### config.mk
export PLATFORM = sky130hd
export DESIGN_NAME = pipeline_hazard_ctrl
export DESIGN_NICKNAME = d
export VERILOG_FILES = /design/src/rtl/pipeline_hazard_ctrl.sv
export SDC_FILE = /design/constraint.sdc
export NUM_CORES = 1
export LEC_CHECK = 0
export BUFFER_PORTS_ARGS = -buffer_cell sky130_fd_sc_hd__buf_2
export CAP_MARGIN = 15
export CORE_AREA = 5 5 72 140
export CTS_BUF_LIST = sky130_fd_sc_hd__clkbuf_8
export DETAILED_ROUTE_END_ITERATION = 8
export DIE_AREA = 0 0 77 145
export PLACE_DENSITY = 0.75
export SYNTH_ARGS = -nofsm -noshare
export SYNTH_HDL_FRONTEND = slang
export SYNTH_SLANG_ARGS = --single-unit
### constraint.sdc
create_clock -name clk -period 5.4 [get_ports clk]
set_clock_uncertainty 0.15 [all_clocks]
set_input_delay 0.27 -clock clk [delete_from_list [all_inputs] [get_ports clk]]
set_output_delay 0.27 -clock clk [all_outputs]
set_load 0.05 [all_outputs]
### src/rtl/pipeline_hazard_ctrl.sv
// Hazard and pipeline-control unit for the 5-stage RV32 datapath.
// Generates stage enables, flushes and bubbles. Covers multi-bubble load-use
// stalls, variable-latency data memory with timeout, EX forwarding selects,
// the WB->ID register-file bypass and saturating stall/flush counters.
module pipeline_hazard_ctrl #(
  parameter int unsigned RF_ADDRESS  = 5,
  parameter int unsigned LU_BUBBLES  = 1,
  parameter int unsigned MEM_TIMEOUT = 15,
  parameter int unsigned CNT_W       = 32
) (
  input  logic                  clk,
  input  logic                  reset,
  input  logic [RF_ADDRESS-1:0] id_rs1,
  input  logic [RF_ADDRESS-1:0] id_rs2,
  input  logic                  id_use_rs1,
  input  logic                  id_use_rs2,
  input  logic [RF_ADDRESS-1:0] ex_rs1,
  input  logic [RF_ADDRESS-1:0] ex_rs2,
  input  logic [RF_ADDRESS-1:0] ex_rd,
  input  logic                  ex_memread,
  input  logic                  ex_redirect,
  input  logic [RF_ADDRESS-1:0] mem_rd,
  input  logic [RF_ADDRESS-1:0] wb_rd,
  input  logic                  mem_regwrite,
  input  logic                  wb_regwrite,
  input  logic                  mem_req,
  input  logic                  mem_ready,
  output logic                  pc_en,
  output logic                  if_id_en,
  output logic                  id_ex_en,
  output logic                  ex_mem_en,
  output logic                  if_id_flush,
  output logic                  id_ex_flush,
  output logic                  mem_wb_bubble,
  output logic [1:0]            fwd_a,
  output logic [1:0]            fwd_b,
  output logic                  id_byp_a,
  output logic                  id_byp_b,
  output logic                  mem_err,
  output logic [CNT_W-1:0]      stall_cnt,
  output logic [CNT_W-1:0]      flush_cnt
);

  typedef enum logic [1:0] {StIdle, StWait, StForce} mstate_e;

  localparam logic [1:0]       LuReload = 2'(LU_BUBBLES - 1);
  localparam logic [7:0]       MemTo    = 8'(MEM_TIMEOUT);
  localparam logic [CNT_W-1:0] CntOne   = CNT_W'(1);
  localparam logic [CNT_W-1:0] CntMax   = {CNT_W{1'b1}};

  mstate_e          mstate_q, mstate_d;
  logic [7:0]       wtimer_q, wtimer_d;
  logic [1:0]       lu_cnt_q, lu_cnt_d;
  logic             mem_err_q, mem_err_d;
  logic [CNT_W-1:0] stall_cnt_q, stall_cnt_d;
  logic [CNT_W-1:0] flush_cnt_q, flush_cnt_d;

  logic       mem_stall;
  logic       lu_hit;
  logic       lu_stall;
  logic [7:0] frozen_cnt;

  assign mem_err   = mem_err_q;
  assign stall_cnt = stall_cnt_q;
  assign flush_cnt = flush_cnt_q;

  // Hazard detection; the FORCE cycle treats the access as done.
  always_comb begin
    mem_stall = mem_req & ~mem_ready & (mstate_q != StForce);
    lu_hit    = ex_memread & (ex_rd != '0) &
                ((id_use_rs1 & (id_rs1 == ex_rd)) | (id_use_rs2 & (id_rs2 == ex_rd)));
    lu_stall  = lu_hit | (lu_cnt_q != 2'd0);
  end

  // Prioritised pipeline control and load-use bubble countdown.
  always_comb begin
    pc_en         = 1'b1;
    if_id_en      = 1'b1;
    id_ex_en      = 1'b1;
    ex_mem_en     = 1'b1;
    if_id_flush   = 1'b0;
    id_ex_flush   = 1'b0;
    mem_wb_bubble = 1'b0;
    lu_cnt_d      = lu_cnt_q;
    if (mem_stall) begin
      // Whole front of the pipe freezes; a pending redirect waits in EX.
      pc_en         = 1'b0;
      if_id_en      = 1'b0;
      id_ex_en      = 1'b0;
      ex_mem_en     = 1'b0;
      mem_wb_bubble = 1'b1;
    end else if (ex_redirect) begin
      if_id_flush = 1'b1;
      id_ex_flush = 1'b1;
      lu_cnt_d    = 2'd0;
    end else if (lu_stall) begin
      pc_en       = 1'b0;
      if_id_en    = 1'b0;
      id_ex_flush = 1'b1;
      if (lu_cnt_q == 2'd0) begin
        lu_cnt_d = LuReload;
      end else begin
        lu_cnt_d = lu_cnt_q - 2'd1;
      end
    end
  end

  // Memory wait FSM; frozen_cnt is the number of frozen cycles including this one.
  always_comb begin
    mstate_d   = mstate_q;
    wtimer_d   = wtimer_q;
    mem_err_d  = mem_err_q;
    frozen_cnt = (mstate_q == StWait) ? wtimer_q + 8'd1 : 8'd1;
    unique case (mstate_q)
      StIdle, StWait: begin
        if (mem_stall) begin
          if (frozen_cnt >= MemTo) begin
            mstate_d  = StForce;
            mem_err_d = 1'b1;
          end else begin
            mstate_d = StWait;
          end
          wtimer_d = frozen_cnt;
        end else begin
          mstate_d = StIdle;
          wtimer_d = 8'd0;
        end
      end
      StForce: begin
        mstate_d = StIdle;
        wtimer_d = 8'd0;
      end
      default: begin
        mstate_d = StIdle;
        wtimer_d = 8'd0;
      end
    endcase
  end

  // Saturating performance counters.
  always_comb begin
    stall_cnt_d = stall_cnt_q;
    flush_cnt_d = flush_cnt_q;
    if (!pc_en && (stall_cnt_q != CntMax)) begin
      stall_cnt_d = stall_cnt_q + CntOne;
    end
    if (if_id_flush && (flush_cnt_q != CntMax)) begin
      flush_cnt_d = flush_cnt_q + CntOne;
    end
  end

  // EX forwarding (MEM beats WB, x0 never forwarded) and WB->ID bypass.
  always_comb begin
    fwd_a = 2'b00;
    fwd_b = 2'b00;
    if (mem_regwrite && (mem_rd != '0) && (mem_rd == ex_rs1)) begin
      fwd_a = 2'b10;
    end else if (wb_regwrite && (wb_rd != '0) && (wb_rd == ex_rs1)) begin
      fwd_a = 2'b01;
    end
    if (mem_regwrite && (mem_rd != '0) && (mem_rd == ex_rs2)) begin
      fwd_b = 2'b10;
    end else if (wb_regwrite && (wb_rd != '0) && (wb_rd == ex_rs2)) begin
      fwd_b = 2'b01;
    end
    id_byp_a = wb_regwrite & (wb_rd != '0) & (wb_rd == id_rs1);
    id_byp_b = wb_regwrite & (wb_rd != '0) & (wb_rd == id_rs2);
  end

  // State registers.
  always_ff @(posedge clk or posedge reset) begin
    if (reset) begin
      mstate_q    <= StIdle;
      wtimer_q    <= 8'd0;
      lu_cnt_q    <= 2'd0;
      mem_err_q   <= 1'b0;
      stall_cnt_q <= '0;
      flush_cnt_q <= '0;
    end else begin
      mstate_q    <= mstate_d;
      wtimer_q    <= wtimer_d;
      lu_cnt_q    <= lu_cnt_d;
      mem_err_q   <= mem_err_d;
      stall_cnt_q <= stall_cnt_d;
      flush_cnt_q <= flush_cnt_d;
    end
  end

endmodule

==> impl_summary.log, run 1 <==
[metrics] initial core utilization: 0.4832
[metrics] post-CTS sizing: 0
[metrics] Power, Total: approximately 1.5 mW
[metrics] YS warnings: 0
[metrics] start-to-end type of the worst setup path: reg2reg
[metrics] highest net fanout along the worst path: 10
[metrics] number of violations of the max-capacitance limit: 0
[metrics] synth unique cells: 46
[metrics] Final WS setup: 2.885 ns
[metrics] Critical Path Sink Type: flip-flop
[metrics] class of the most critical hold timing path: in2reg
[metrics] total DRC errors in the routed layout: 0
[metrics] wire length of the first global-routing pass: 19.22 mm
[metrics] master of the slowest instance on the critical path: nor4_1
[metrics] Die X-Extent: 77 um
[metrics] syn_area_per_cell: between 9 and 10 um^2
[metrics] first-pass iteration count of the detailed router: 4
[metrics] core utilization of the finished layout: 0.5844
[metrics] Die Ht: 145 um
[metrics] gate count after technology mapping: 439
[metrics] Final Hold Fails: 0
[metrics] post-synthesis compound-gate area fraction: 0.02680
[metrics] post-route fraction of the period consumed by the critical path: 0.4657
[metrics] hold slack final: 0.1302 ns
[metrics] nets in the synthesized netlist: 487
[metrics] top flip-flop cell by instance count after synthesis: dfrtp_1
[metrics] DR iter-0 viols: 134
[metrics] cell family contributing the most delay on the critical path: simple AND/OR/NAND/NOR gates
[metrics] maximum number of pins on one net before global-route repair: 61
[metrics] Post-Synth Adder-Cell Area: 0.008739
[metrics] placeable core region: 8890 um^2
[metrics] All-Layer GR Usage: 0.2133
[metrics] worst endpoint required time: 5.49 ns
[metrics] number of synthesized flops with an enable pin: 0
[metrics] final critical path time including I/O delays and setup: roughly 2.5 ns
[metrics] Total Die Area: approximately 11000 um^2
[metrics] RSZ-0062 raised after global routing: no
[metrics] number of antenna-violating nets in the routed design: 0
[metrics] result of the run: complete, no violations
[metrics] count of port buffers added during placement: 122
[metrics] # diodes: 0
[metrics] drt wl/cell: 17.35 um
[metrics] clock tree from TritonCTS: yes
[metrics] proportion of synthesized chip area in sequential cells: 0.4486
[metrics] number of nets at the end of the flow: 609
[metrics] clock insertion delay at the later pin of the skew report: 0.36 ns
[metrics] total number of clock tree sinks: a little under 80
[metrics] post-synth top area share: 0.4486
[metrics] vias per inst: 5.705
[metrics] fraction of registers with async set or reset after synthesis: 1.000
[metrics] summed negative setup slack over all endpoints: 0 ns
[metrics] peak per-stage delay on the critical path: 0.51 ns
[metrics] Final HPWL DP: 9.247 mm
[metrics] maximum clock insertion buffer count: 2
[metrics] synthesis-to-finish area growth: 20.94%
[metrics] final setup violating endpoints: 0
[metrics] biggest area consumer among synthesized cells: dfrtp_1
[metrics] depth of the CTS H-tree: 3
[metrics] simple-gate share of the synthesized area: 0.2694
[metrics] total count of max-transition violations in the final report: 0
[metrics] largest family of logic cells by synthesized area: simple AND/OR/NAND/NOR gates
[metrics] TritonCTS buffer count: 9
[metrics] Max-slew headroom: 0.4992
[metrics] Max Freq: 397.6 MHz
[metrics] total vias in the final route: roughly 3.8k
[metrics] power per cell area: about 290 nW/um^2
[metrics] Boundary Pins: 123
[metrics] number of flip-flops and latches in the synthesized netlist: 77
[metrics] worst path arrival time: 2.61 ns
[metrics] via count of the first global-routing pass: between 4k and 5k
[metrics] clock input transition at the sequential cells of the worst setup and hold paths: 0.08 ns
[metrics] global route total overflow: 0
[metrics] actual slew at the worst max-slew pin: 0.7513 ns
[metrics] pre-CTS WS: 2.945 ns
[metrics] clock tree root buffer cell: clkbuf_8
[metrics] mux contribution to synthesized area: 0.002622
[metrics] cells taking the most area after synthesis: dfrtp_1, xor2_1, xnor2_1
[metrics] number of antenna violations at the first check in global routing: 0
[metrics] Peak supply drop: 0.2192 mV
[metrics] static leakage power: 2.623 nW
[metrics] share of the synthesized netlist area taken by xor and xnor gates: 0.2223
[metrics] critical path cell sequence: nand4_1 -> nor4_1 -> and3_1 -> nor2_1 -> and4bb_2 -> xor2_1
[metrics] Site Rows: 49
[metrics] ratio of cells with drive above 1 in the final layout: 0.2703
[metrics] number of buffer and inverter stages on the critical path: 0
[metrics] startpoint type of the worst setup path: flip-flop
[metrics] summed instance area of the synthesized netlist: 4295 um^2
[metrics] wire length reported by the detailed router: 11.59 mm
[metrics] Final Wtd Congestion: 0.9393
-- worst paths after layout --
path / from / endpoint / slack (ns) / cells after the start
min: ex_redirect / lu_cnt_q[0] / 0.13 / 4
max reg2reg: stall_cnt[8] / stall_cnt[6] / 2.88 / 6
min in group asynchronous: reset / flush_cnt[18] / 0.29 / 3
max in group asynchronous: reset / flush_cnt[12] / 3.74 / 4
min reg2reg: mstate_q[0] / wtimer_q[0] / 0.33 / 1
max: stall_cnt[8] / stall_cnt[6] / 2.88 / 6
-- layout by cell type (no fill, tap or decap), drive strengths merged, types with 2 or more instances in the layout --
cell type / instances
or4: 6
nor4: 24
xor2: 62
clkbuf: 10
o21ai: 5
buf: 124
inv: 8
nand3: 36
dfrtp: 77
xnor2: 47
a21oi: 2
nor2b: 3
or2: 3
nand4: 19
and2: 2
ha: 3
nor2: 28
and4: 6
and3: 14
nand2: 40
nor3: 24
clkinvlp: 2
-- synthesized netlist by cell type (6+ instances only) --
master / instances
xnor2_1: 47
dfrtp_1: 77
inv_1: 6
or4_1: 6
nand4_1: 19
nand3_1: 35
nor2_1: 27
nand2_1: 40
clkbuf_1: 6
xor2_1: 62
nor4_1: 23
and3_1: 13
nor3_1: 24
-- layout make-up --
type / count / area, um^2
fillers: 786 / 3695
clock buffers: 10 / 137.6
repair buffers: 125 / 635.6
clock inverters: 6 / 62.56
flip-flops and latches: 77 / 1927
inverters: 6 / 22.52
multi-input cells: 342 / 2282
well taps: 102 / 127.6
-- timing repair --
item / CTS / global route
buffers inserted: 0 / 0
hold endpoints to repair: 17 / 0
hold buffers: 1 / 0
-- power by group --
group	switching [mW]	internal (mW)	leakage [nW]	total, mW
clock	0.220	0.225	0.100	0.445
combinational	0.281	0.106	1.48	0.388
sequential	0.0631	0.621	1.04	0.684
total	0.565	0.952	2.62	1.52
-- flip-flops by register name (all words and copies together) (netlist names) --
register,cells
flush_cnt,32
stall_cnt,32
wtimer_q,8
lu_cnt_q,2
mstate_q,2
mem_err,1
-- per-layer routing --
| metal | track usage | vias up | wire length [um] |
|---|---|---|---|
| met3 | 0.04901 | 39 | 726 |
| met2 | 0.3918 | 162 | 6344 |
| met4 | 0.1282 | 0 | 602 |
| met1 | 0.2100 | 1824 | 3914 |
| li1 | - | 1786 | - |
| met5 | 0 | - | 0 |
-- metrics by stage --
step,cell area (um^2),instances
after floorplan,4295,439
after global placement,4985,651
after detailed placement,4985,651
after CTS,5195,668
after global routing,5195,668
final,5195,668
-- cells by family (layout without fill, tap and decap cells) --
group,count (synthesis),count (layout)
and+or+nand+nor,212,212
muxes,1,1
buffers and inverters,20,147
AOI/OAI and AO/OA,17,17
adders and majority gates,3,3
DFF,77,77
xor gates and xnor gates,109,109
-- worst register-to-register path: stages (launching register included) --
cell and delay (ns):
dfrtp_1 0.45, nand4_1 0.21, nor4_1 0.51, and3_1 0.45, nor2_1 0.19, and4bb_2 0.31
xor2_1 0.14
(Power assumes the default switching activity.)
==> run 2, diff against run 1 <==
--- a/config.mk
+++ b/config.mk
@@ -7,11 +7,11 @@
 export LEC_CHECK = 0
 export BUFFER_PORTS_ARGS = -buffer_cell sky130_fd_sc_hd__buf_2
 export CAP_MARGIN = 15
-export CORE_AREA = 5 5 72 140
+export CORE_AREA = 5 5 73 141
 export CTS_BUF_LIST = sky130_fd_sc_hd__clkbuf_8
 export DETAILED_ROUTE_END_ITERATION = 8
-export DIE_AREA = 0 0 77 145
-export PLACE_DENSITY = 0.75
+export DIE_AREA = 0 0 78 146
+export PLACE_DENSITY = 0.77
 export SYNTH_ARGS = -nofsm -noshare
 export SYNTH_HDL_FRONTEND = slang
 export SYNTH_SLANG_ARGS = --single-unit
==> constraint.sdc (replaced) <==
create_clock -name clk -period 2.2 [get_ports clk]
set_clock_uncertainty 0.15 [all_clocks]
set_input_delay 0.11 -clock clk [delete_from_list [all_inputs] [get_ports clk]]
set_output_delay 0.11 -clock clk [all_outputs]
set_load 0.05 [all_outputs]
==> impl_summary.log, run 2 (synthesis gave the netlist of run 1 again) <==
[metrics] via count of the first global-routing pass: 4176 (+2.4%)
[metrics] worst endpoint required time: 2.32 ns (-3.17 ns)
[metrics] hold slack final: 0.03953 ns (-0.09066 ns)
[metrics] TritonCTS buffer count: 9 (unchanged)
[metrics] class of the most critical hold timing path: in2reg
[metrics] highest net fanout along the worst path: 7 (-3)
[metrics] clock insertion delay at the later pin of the skew report: 0.36 ns (about the same)
[metrics] proportion of power drawn by the clock network: 0.281 (-0.013)
[metrics] pre-CTS WS: -0.02416 ns (-2.969 ns)
[metrics] synthesis-to-finish area growth: 33.67%
[metrics] Max Freq: 458.1 MHz (+15%)
[metrics] Site Rows: 49 (unchanged)
[metrics] commonest cells after routing, fill and taps aside: buf_2, xor2_1, xnor2_1
[metrics] DR iter-0 viols: 171 (+28%)
[metrics] total count of max-transition violations in the final report: 0 (unchanged)
[metrics] total DRC errors in the routed layout: 0 (unchanged)
[metrics] wire length reported by the detailed router: 12.23 mm (+5.6%)
[metrics] Critical Path Sink Type: flip-flop
[metrics] drt wl/cell: 17.28 um (-0.41%)
[metrics] maximum number of pins on one net before global-route repair: 25 (-59%)
[metrics] Sw Share: 0.3703 (-0.001843)
[metrics] Final HPWL DP: 9.495 mm (+2.7%)
[metrics] Peak supply drop: 0.3651 mV (+67%)
[metrics] power per cell area: 671.6 nW/um^2 (+130%)
[metrics] number of cells on the worst reg-to-reg path: 6 (unchanged)
[metrics] launching element of the worst setup path: stall_cnt[8]
[metrics] ratio of cells with drive above 1 in the final layout: 0.4340 (+0.1637)
[metrics] Critical Path Sink: stall_cnt[20]
[metrics] final setup violating endpoints: 0 (unchanged)
[metrics] actual slew at the worst max-slew pin: 0.5490 ns (-0.2022 ns)
[metrics] total vias in the final route: 3971 (+4.2%)
[metrics] reg-to-reg critical path startpoint: stall_cnt[8]
[metrics] maximum clock insertion buffer count: 2 (unchanged)
[metrics] global route total overflow: 0 (unchanged)
[metrics] number of violations of the max-capacitance limit: 0 (unchanged)
[metrics] clock input transition at the sequential cells of the worst setup and hold paths: 0.08 ns (about the same)
[metrics] capture instance of the worst register-to-register path: stall_cnt[20]
[metrics] Boundary Pins: 123 (unchanged)
[metrics] worst path arrival time: 2.31 ns (-0.30 ns)
[metrics] Comb pwr share: 0.284 (+0.028)
[metrics] post-route fraction of the period consumed by the critical path: 0.9921 (+0.5264)
[metrics] Final WS setup: 0.01728 ns (-2.868 ns)
[metrics] cell-internal power: 2.428 mW (+150%)
[metrics] first-pass iteration count of the detailed router: 4 (unchanged)
[metrics] final critical path time including I/O delays and setup: 2.183 ns (-0.3323 ns)
[metrics] clock tree root buffer cell: clkbuf_8
[metrics] count of port buffers added during placement: 122 (unchanged)
[metrics] result of the run: complete, no violations
[metrics] vias per inst: 5.609 (-1.7%)
[metrics] All-Layer GR Usage: 0.2131 (-0.0002699)
[metrics] Die X-Extent: 78 um (+1.3%)
[metrics] number of nets at the end of the flow: 649 (+6.6%)
[metrics] number of antenna violations at the first check in global routing: 0 (unchanged)
[metrics] proportion of power drawn by flip-flops and latches: 0.435 (-0.016)
[metrics] initial core utilization: 0.4766 (-0.006574)
[metrics] # diodes: 0 (unchanged)
[metrics] depth of the CTS H-tree: 3 (unchanged)
[metrics] number of antenna-violating nets in the routed design: 0 (unchanged)
[metrics] placeable core region: 9012 um^2 (+1.4%)
[metrics] most frequent standard cell in the layout excluding fill and tap cells: buf_2
[metrics] Total Die Area: 11390 um^2 (+2.0%)
[metrics] static leakage power: 2.771 nW (+5.6%)
[metrics] startpoint type of the worst setup path: flip-flop
[metrics] start-to-end type of the worst setup path: reg2reg
[metrics] clock tree from TritonCTS: yes
[metrics] wire length of the first global-routing pass: 19.55 mm (+1.7%)
[metrics] total number of clock tree sinks: 77 (unchanged)
[metrics] Final Hold Fails: 0 (unchanged)
[metrics] switching power: 1.428 mW (+150%)
[metrics] Final Wtd Congestion: 0.9338 (-0.59%)
[metrics] Max-slew headroom: 0.6336 (+0.1344)
[metrics] Die Ht: 146 um (+0.69%)
[metrics] setup slack, reg-to-reg: 0.02 ns (-2.87 ns)
-- run 2: worst min path at each step --
stage	from	end	cells after the start
floorplan	ex_redirect	lu_cnt_q[0]	3
global placement	reset	flush_cnt[27]	2
detailed placement	reset	flush_cnt[24]	2
CTS	mem_req	wtimer_q[1]	3
global route	mem_req	wtimer_q[1]	3
finish	mem_req	wtimer_q[1]	3
-- run 2: timing repair --
item                                    4_1_cts  5_1_grt
endpoints found under the setup margin       10       31
hold buffers                                  2        0
setup buffers                                 1        2
resized for setup                             3       17
hold endpoints to repair                     23        0
-- run 2: cell type report --
cell class                 count  area (um^2)
fill                         738         3271
multi-input combinational    342         2449
sequential                    77         1979
timing repair buffer         165        955.9
clock buffer                  10        137.6
tap                          102        127.6
clock inverter                 6        62.56
inverter                       6        30.03
-- run 2: layer usage --
layer	track usage	vias up	routed length (um)
li1	-	1866	-
met3	0.04771	36	779
met2	0.3886	165	6639
met5	0	-	0
met4	0.1218	0	580
met1	0.2141	1904	4233
-- run 2: worst max-delay path, cell delays in order, from the launching register on --
cell and delay [ns]:
dfrtp_2 0.42, nand4_1 0.21, nor4_2 0.29, buf_4 0.17, nand3_1 0.25, nor4_1 0.39, xor2_1 0.21
-- run 2: metrics by stage --
| step | instance area (um^2) | instances | util | power [mW] | TNS (ns) |
|---|---|---|---|---|---|
| after global routing | 5742 | 708 | 0.6371 | 4.032 | -0.3844 |
| after detailed placement | 5424 | 687 | 0.6018 | 2.796 | -0.05028 |
| after floorplan | 4473 | 439 | - | 2.428 | -1.147 |
| final | 5742 | 708 | 0.6371 | 3.856 | 0 |
| after CTS | 5658 | 706 | 0.6278 | 3.883 | 0 |
| after global placement | 5424 | 687 | 0.6018 | 2.771 | 0 |
-- run 2: power groups by stage --
stage | clock [mW] | combinational (mW) | sequential (mW)
3_5_place_dp | 0 | 1.09 | 1.70
4_1_cts | 1.10 | 1.10 | 1.68
3_3_place_gp | 0 | 1.07 | 1.70
5_1_grt | 1.16 | 1.18 | 1.70
6_report | 1.08 | 1.10 | 1.68
2_1_floorplan | 0 | 0.345 | 2.08
